==> config.mk <==
export PLATFORM = sky130hd
export DESIGN_NAME = if_of_latch
export DESIGN_NICKNAME = d
export VERILOG_FILES = /design/src/rtl/simplerisc_pkg.sv /design/src/rtl/simplerisc_predecode.sv /design/src/rtl/if_of_latch.sv
export SDC_FILE = /design/constraint.sdc
export NUM_CORES = 1
export LEC_CHECK = 0
export ABC_AREA = 1
export BUFFER_PORTS_ARGS = -buffer_cell sky130_fd_sc_hd__clkbuf_2
export CAP_MARGIN = 15
export CORE_MARGIN = 2
export CORE_UTILIZATION = 54
export CTS_CLUSTER_SIZE = 14
export DETAILED_ROUTE_END_ITERATION = 16
export GPL_ROUTABILITY_DRIVEN = 0
export PLACE_DENSITY_LB_ADDON = 0.05
export SLEW_MARGIN = 40
export SYNTH_ARGS = -nofsm -noshare
export SYNTH_HDL_FRONTEND = slang
export SYNTH_HIERARCHICAL = 1
export SYNTH_SLANG_ARGS = --single-unit
==> constraint.sdc <==
create_clock -name Clk -period 3.8 [get_ports Clk]
set_clock_uncertainty 0.15 [all_clocks]
set_input_delay 0.38 -clock Clk [delete_from_list [all_inputs] [get_ports Clk]]
set_output_delay 0.38 -clock Clk [all_outputs]
set_load 0.02 [all_outputs]
==> src/rtl/simplerisc_pkg.sv <==
`default_nettype none
// +----------------------------------------------------------------------------+
// | simplerisc_pkg : SimpleRisc opcodes, immediate modifiers, IF/OF latch types |
// | Revision 1.0                                                               |
// +----------------------------------------------------------------------------+
package simplerisc_pkg;

  localparam logic [4:0] OP_MOV  = 5'b01001;
  localparam logic [4:0] OP_NOP  = 5'b01101;
  localparam logic [4:0] OP_ST   = 5'b01111;
  localparam logic [4:0] OP_BEQ  = 5'b10000;
  localparam logic [4:0] OP_BGT  = 5'b10001;
  localparam logic [4:0] OP_B    = 5'b10010;
  localparam logic [4:0] OP_CALL = 5'b10011;
  localparam logic [4:0] OP_RET  = 5'b10100;

  localparam logic [31:0] SR_NOP_WORD = 32'h6800_0000;
  localparam logic [3:0]  REG_RA      = 4'd15;

  localparam logic [1:0] MOD_SEXT = 2'b00;
  localparam logic [1:0] MOD_ZEXT = 2'b01;
  localparam logic [1:0] MOD_HIGH = 2'b10;

  typedef enum logic [0:0] {
    ST_RUN    = 1'b0,
    ST_SQUASH = 1'b1
  } latch_state_e;

  typedef struct packed {
    logic [4:0]  opcode;
    logic        is_imm;
    logic [3:0]  rd;
    logic [3:0]  rs1;
    logic [3:0]  rs2;
    logic [31:0] imm;
    logic [31:0] target;
  } predecode_t;

endpackage
`default_nettype wire

==> src/rtl/simplerisc_predecode.sv <==
`default_nettype none
// +----------------------------------------------------------------------------+
// | simplerisc_predecode : combinational field, immediate and target decode    |
// | Revision 1.0                                                               |
// +----------------------------------------------------------------------------+
module simplerisc_predecode
  import simplerisc_pkg::*;
(
  input  logic [31:0] word_i,
  input  logic [31:0] pc_i,
  output predecode_t  dec_o
);

  always_comb begin
    dec_o        = '0;
    dec_o.opcode = word_i[31:27];
    dec_o.is_imm = word_i[26];
    dec_o.rd     = word_i[25:22];
    // ret reads ra; st reads its data register from the rd slot
    dec_o.rs1    = (word_i[31:27] == OP_RET) ? REG_RA : word_i[21:18];
    dec_o.rs2    = (word_i[31:27] == OP_ST) ? word_i[25:22] : word_i[17:14];

    case (word_i[17:16])
      MOD_ZEXT: dec_o.imm = {16'h0000, word_i[15:0]};
      MOD_HIGH: dec_o.imm = {word_i[15:0], 16'h0000};
      default:  dec_o.imm = {{16{word_i[15]}}, word_i[15:0]};
    endcase

    dec_o.target = pc_i + {{3{word_i[26]}}, word_i[26:0], 2'b00};
  end

endmodule
`default_nettype wire

==> src/rtl/if_of_latch.sv <==
`default_nettype none
// +----------------------------------------------------------------------------+
// | if_of_latch : IF/OF pipeline latch with stall hold, branch squash, predecode|
// | Revision 1.0                                                               |
// +----------------------------------------------------------------------------+
module if_of_latch
  import simplerisc_pkg::*;
#(
  parameter int unsigned FLUSH_DEPTH = 2,
  parameter logic [31:0] NOP_WORD    = SR_NOP_WORD
) (
  input  logic        Clk,
  input  logic        Reset,
  input  logic [31:0] Instruction,
  input  logic [31:0] PC_Current,
  input  logic        IF_Valid,
  input  logic        Stall,
  input  logic        IsBranchTaken,
  output logic [31:0] OF_Instruction,
  output logic [31:0] OF_PC,
  output logic        OF_Valid,
  output logic [4:0]  OF_Opcode,
  output logic        OF_IsImm,
  output logic [3:0]  OF_Rd,
  output logic [3:0]  OF_Rs1,
  output logic [3:0]  OF_Rs2,
  output logic [31:0] OF_Imm,
  output logic [31:0] OF_BranchTarget,
  output logic [15:0] Bubble_Count
);

  localparam logic [1:0] CNT_INIT = 2'(FLUSH_DEPTH - 1);

  latch_state_e state_q;
  logic [1:0]   cnt_q;
  logic [1:0]   cnt_dec_d;
  logic [31:0]  instr_q;
  logic [31:0]  pc_q;
  logic         valid_q;
  predecode_t   dec_q;
  logic [15:0]  bubble_q;

  logic         nop_d;
  logic         load_d;
  logic [31:0]  word_d;
  logic [31:0]  pc_d;
  predecode_t   dec_d;
  logic [15:0]  bubble_d;

  // Reset is folded into the decode input so the reset image is the nop's decode at PC 0
  assign nop_d     = Reset | IsBranchTaken | (state_q == ST_SQUASH) | ~IF_Valid;
  assign load_d    = IsBranchTaken | ~Stall;
  assign word_d    = nop_d ? NOP_WORD : Instruction;
  assign pc_d      = Reset ? 32'h0 : PC_Current;
  assign bubble_d  = (nop_d && (bubble_q != 16'hFFFF)) ? bubble_q + 16'd1 : bubble_q;
  assign cnt_dec_d = cnt_q - 2'd1;

  simplerisc_predecode u_predecode (
    .word_i (word_d),
    .pc_i   (pc_d),
    .dec_o  (dec_d)
  );

  always_ff @(posedge Clk) begin
    if (Reset) begin
      state_q  <= ST_RUN;
      cnt_q    <= 2'd0;
      instr_q  <= NOP_WORD;
      pc_q     <= 32'h0;
      valid_q  <= 1'b0;
      dec_q    <= dec_d;
      bubble_q <= 16'h0000;
    end else begin
      if (load_d) begin
        instr_q  <= word_d;
        pc_q     <= pc_d;
        valid_q  <= ~nop_d;
        dec_q    <= dec_d;
        bubble_q <= bubble_d;
      end
      if (IsBranchTaken) begin
        cnt_q   <= CNT_INIT;
        state_q <= (CNT_INIT == 2'd0) ? ST_RUN : ST_SQUASH;
      end else if (!Stall && (state_q == ST_SQUASH)) begin
        cnt_q   <= cnt_dec_d;
        state_q <= (cnt_dec_d == 2'd0) ? ST_RUN : ST_SQUASH;
      end
    end
  end

  assign OF_Instruction  = instr_q;
  assign OF_PC           = pc_q;
  assign OF_Valid        = valid_q;
  assign OF_Opcode       = dec_q.opcode;
  assign OF_IsImm        = dec_q.is_imm;
  assign OF_Rd           = dec_q.rd;
  assign OF_Rs1          = dec_q.rs1;
  assign OF_Rs2          = dec_q.rs2;
  assign OF_Imm          = dec_q.imm;
  assign OF_BranchTarget = dec_q.target;
  assign Bubble_Count    = bubble_q;

endmodule
`default_nettype wire

Word-level counts from Yosys, hierarchy flattened
Index checks and enable logic that the tools add are counted.
{ "op_classes": {"mux": 12, "bitwise": 7, "eq_ne": 5, "n_reduce_logical": 8, "addsub": 3} }
{ "op_table": {"columns": ["op", "n"], "rows": [
  ["two-way mux 82 bit", 2],
  ["two-way mux 32 bit", 2],
  ["one-hot mux 32 bit (2 select lines)", 1],
  ["adder 32 bit", 1],
  ["adder 16 x 1 -> 16 bit, second input constant", 1],
  ["!= test 16 bit, second input constant", 1],
  ["two-way mux 4 bit", 2],
  ["== test 5 x 4 -> 1 bit, second input constant", 1],
  ["== test 5 bit, second input constant", 1],
  ["two-way mux 1 bit", 5],
  ["OR 1 bit", 4],
  ["nonzero test 2 bit", 2],
  ["inverter 1 bit", 3],
  ["== test 2 x 1 -> 1 bit, second input constant", 1],
  ["== test 2 bit, second input constant", 1],
  ["logical AND 1 bit", 2],
  ["zero test 2 bit", 1],
  ["AND reduction 2 bit", 1],
  ["OR reduction 2 bit", 1],
  ["subtractor 2 x 1 -> 2 bit, second input constant", 1],
  ["zero test 1 bit", 1]
]} }
{ "totals": {"regBits": 166, "out_inout_bits": 163, "elab_cells": 49} }

Logic depth before layout (Yosys ltp)
{ "logic_depth": {"depth_word": 8, "depth_mapped": 18, "mapped_depth_nobuf": 16} }

By module
The synthesis kept the hierarchy.
{ "modules_own_cells": {"columns": ["module", "cells_per_inst", "area_each_um2", "instances", "seq_area_each_um2"], "rows": [
  ["if_of_latch", 577, 6147.1, 1, 4144.0],
  ["simplerisc_predecode", 538, 2666.3, 1, 0.0]
]} }

Least setup slack after synthesis
OpenSTA, ideal clock, no wires.
{ "synth_path": {"path_type": "input -> register", "start": "input port Reset", "end": "register dec_q (netlist bit OF_BranchTarget[16]), data pin", "path_stages": 16, "path_buffers": 2, "setup_slack_ps": 1021, "arrival_time_ps": 2373, "cell_sequence": "buf_4 nor2_4 nand3_4 buf_2 nor2_1 ha_1 inv_1 fa_1 inv_1 nand3_1 nand3_1 nand2_1 a21oi_1 nor2_1 nand2_1 nand2_1"} }
{ "synth_lines": {"columns": ["element", "line_no", "text"], "rows": [
  ["start: declaration", "if_of_latch.sv:13", "input logic Reset,"],
  ["end signal: assignment", "if_of_latch.sv:71", "dec_q <= dec_d;"],
  ["end signal: assignment", "if_of_latch.sv:78", "dec_q <= dec_d;"],
  ["end: declaration", "if_of_latch.sv:40", "predecode_t dec_q;"]
]} }

==> impl_summary.log <==
INFO  metric run_status = completed
INFO  metric postSynthNetCount = 1,218
INFO  metric tightestPinTransition = 0.668 ns
INFO  metric io_buffer_count = 231
INFO  metric yosys.area.top_type = edfxtp_1
INFO  metric start_util = 0.553
INFO  metric drc = 0
INFO  metric synthesis.area_per_instance = 7.90 µm²
INFO  metric critical_path_peak_fanout = 26
INFO  metric finalSetupViolCount = 0
INFO  metric cell_chain_of_the_critical_path = inv_1, nand3_4, nor2_1, ha_1, inv_1, fa_1, inv_1, nand3_1, nand3_1, nand2_1, nand2_1, nand2_1, nand4_1, nand2_1
INFO  metric post_route_cells_drive_above_1_share = 0.244
INFO  metric final_max_slew_violation_count = 0
INFO  metric detail_route.first_pass.iterations = 5
INFO  metric post-cts-setup-buffer-count = 0
INFO  metric maxCapViolations = 0
INFO  metric clock_pin_slew_on_the_worst_setup_and_hold_paths = 0.07 ns
INFO  metric worst_slew_margin_rel = 0.555
INFO  metric synth.distinct_cells = 37
INFO  metric period_needed = 3.05 ns
INFO  metric worst_ep_arrival_time = 3.07 ns
INFO  metric synth-seq-cells = 166
INFO  metric cpMaxStageDelayCell = fa_1
INFO  metric min_period_over_period = 0.802
INFO  metric nNetsFinal = 1,438
INFO  metric finalWirelength = 24.1 mm
INFO  metric totalNegativeSetupSlack = 0 ns
INFO  metric synth-seq-area-share = 0.470
INFO  metric std_cell_rows = 46
INFO  metric clock-sinks = 166
INFO  metric power-per-cell-area = 395 nW/µm²
INFO  metric clock_root_buffer_master = clkbuf_16
INFO  metric worstHoldPathCells = 3
INFO  metric route.detailed.vias_per_inst = 5.05
INFO  metric cpPeakStageDelay = 0.41 ns
INFO  metric floorplan.core_area = 15,900 µm²
INFO  metric worstSkewPairLatency = 0.42 ns
INFO  metric first_global_vias = 7,289
INFO  metric synth_common_cells = 300 x nand2_1, 190 x inv_1, 135 x nor2_1
INFO  metric grt_start_max_net_pins = 62
INFO  metric area_growth = 20.8%
INFO  metric antenna_violating_nets_post_route = 0
INFO  metric die_area = 17,400 µm²
INFO  metric clock_path_buffers = 2
INFO  metric wire_per_inst = 15.4 µm
INFO  metric yosys_most_used_dff = dfxtp_1
INFO  metric syn_area = 8810 µm²
INFO  metric post-synth-top-count-cell = nand2_1
INFO  metric global_route.overflow_total = 0
INFO  metric cts_made_buffers = 17
INFO  metric power.static_leakage = 5.80 nW
INFO  metric cts_repair_resize_count = 0
INFO  metric summed_area_of_non_filler_cells_in_the_final_layout = 10,600 µm²
INFO  metric worstPathRequired = 3.82 ns
INFO  metric synth_edf_count = 82
INFO  metric placed_area = 10,100 µm²
INFO  metric dieWidth = 132 µm
INFO  metric die_h = 132 µm
INFO  metric asyncSetResetFlopFracSynth = 0
INFO  metric route.vias.total = 7,896
INFO  metric synthesis.instances = 1,115
INFO  metric rsz_0062_raised_after_global_routing = no
INFO  metric place.detailed.hpwl = 18.3 mm
INFO  metric sort_of_element_at_the_end_of_the_critical_path = flop
INFO  metric iteration_0_drc_count_of_the_detailed_router = 609
INFO  metric htree_levels = 4
INFO  metric num_antenna_cells = 0
INFO  metric criticalPathCategory = flop to flop
INFO  metric total_of_hold_buffers_inserted_after_clock_tree_synthesis = 0
INFO  metric ir_drop = 0.000296 V
INFO  metric grt_antenna_before_repair = 0
INFO  metric synth.yosys.warnings = 6
INFO  metric grt_first_pass_wirelength = 37.7 mm
INFO  metric hp-class = primary input to flop
INFO  metric critPathMostFrequentCell = nand2_1
INFO  metric reg2regPathDepth = 14
INFO  metric tritoncts = yes
INFO  metric num_io_pins = 232
INFO  metric synth.top_cells.by_area = edfxtp_1 28%, dfxtp_1 19%, nand2_1 13%
INFO  metric timing.final.hold_violations = 0
INFO  metric achievable_frequency = 328 MHz
INFO  metric cp-start-kind = flop
INFO  metric grt_usage = 0.275
INFO  metric yosysTopAreaCellShare = 0.279
## power breakdown
group | switching (W) | total (W) | internal [W]
clock network | 0.000757 | 0.00161 | 0.000854
logic | 0.000386 | 0.000563 | 0.000176
registers | 0.0000467 | 0.00203 | 0.00199
total | 0.00119 | 0.00421 | 0.00302
## worst max-delay path, delay by kind of cell (launching register included)
kind | cells | cell delay, ns
flip-flops | 1 | 0.32
AND/OR/NAND/NOR | 9 | 1.36
buffers and inverters | 3 | 0.26
adder cells (fa/ha/maj) | 2 | 0.68
## final cells by class
type / count / area [µm²]
multi-input cells: 715 / 3710
fillers: 1428 / 5300
clock buffers: 18 / 429
repair buffers: 238 / 1230
well taps: 216 / 270
flip-flops and latches: 166 / 4140
inverters: 197 / 742
clock inverters: 14 / 119
## state kept, by name (all words and copies together), names as in the netlist, 5 cells and up
register and cells:
OF_Opcode 5, Bubble_Count 16, OF_Instruction 32, OF_Imm 32, OF_BranchTarget 32, OF_PC 32
## placed cells by master (no fill, tap or decap), types with 5 or more instances in the layout
cell,count
nor2_2,11
a21oi_2,10
dfxtp_1,84
nand2_1,300
inv_1,190
xnor2_1,6
nand4_1,9
edfxtp_1,82
clkbuf_2,231
a21oi_1,66
nand3_1,36
clkbuf_16,17
xor2_1,15
buf_4,5
o21bai_1,5
nor2_1,135
inv_2,5
nand3_2,5
nand2_2,14
a22o_1,23
nor2_4,5
ha_1,33
o21ai_0,24
## layer usage
| metal | vias up | GRT usage | wire, µm |
|---|---|---|---|
| met4 | 0 | 0.0930 | 590 |
| met5 | - | 0 | 0 |
| met3 | 42 | 0.0573 | 1840 |
| met2 | 348 | 0.463 | 11400 |
| li1 | 3952 | - | - |
| met1 | 3554 | 0.356 | 10300 |
## through the flow
stage	util	setup slack, ns	hold slack (ns)	total power (W)	std cells
after CTS	0.668	0.792	0.0454	0.00423	1564
after global routing	0.668	0.572	0.0555	0.00435	1564
final	0.668	0.753	0.0572	0.00421	1564
after detailed placement	0.633	0.619	0.297	0.00263	1532
after floorplan	-	1.02	0.302	0.00242	1115
after global placement	0.633	0.732	0.292	0.00263	1532
## final timing paths
path / slack, ns / end / from
hold / removal: 0.06 / OF_PC[29] / PC_Current[29]
setup / recovery: 0.75 / OF_BranchTarget[24] / state_q
setup reg to reg: 0.75 / OF_BranchTarget[24] / state_q
hold reg to reg: 0.31 / OF_Instruction[17] / OF_Instruction[17]
## cell families after synthesis
logic type,after synthesis,synth area share
compound gates,136,0.0968
simple gates,524,0.254
buf+inv,234,0.109
fa+ha+maj,34,0.0491
flops,166,0.470
xor+xnor,21,0.0209
Note: power is estimated with default switching activity, not from simulation.
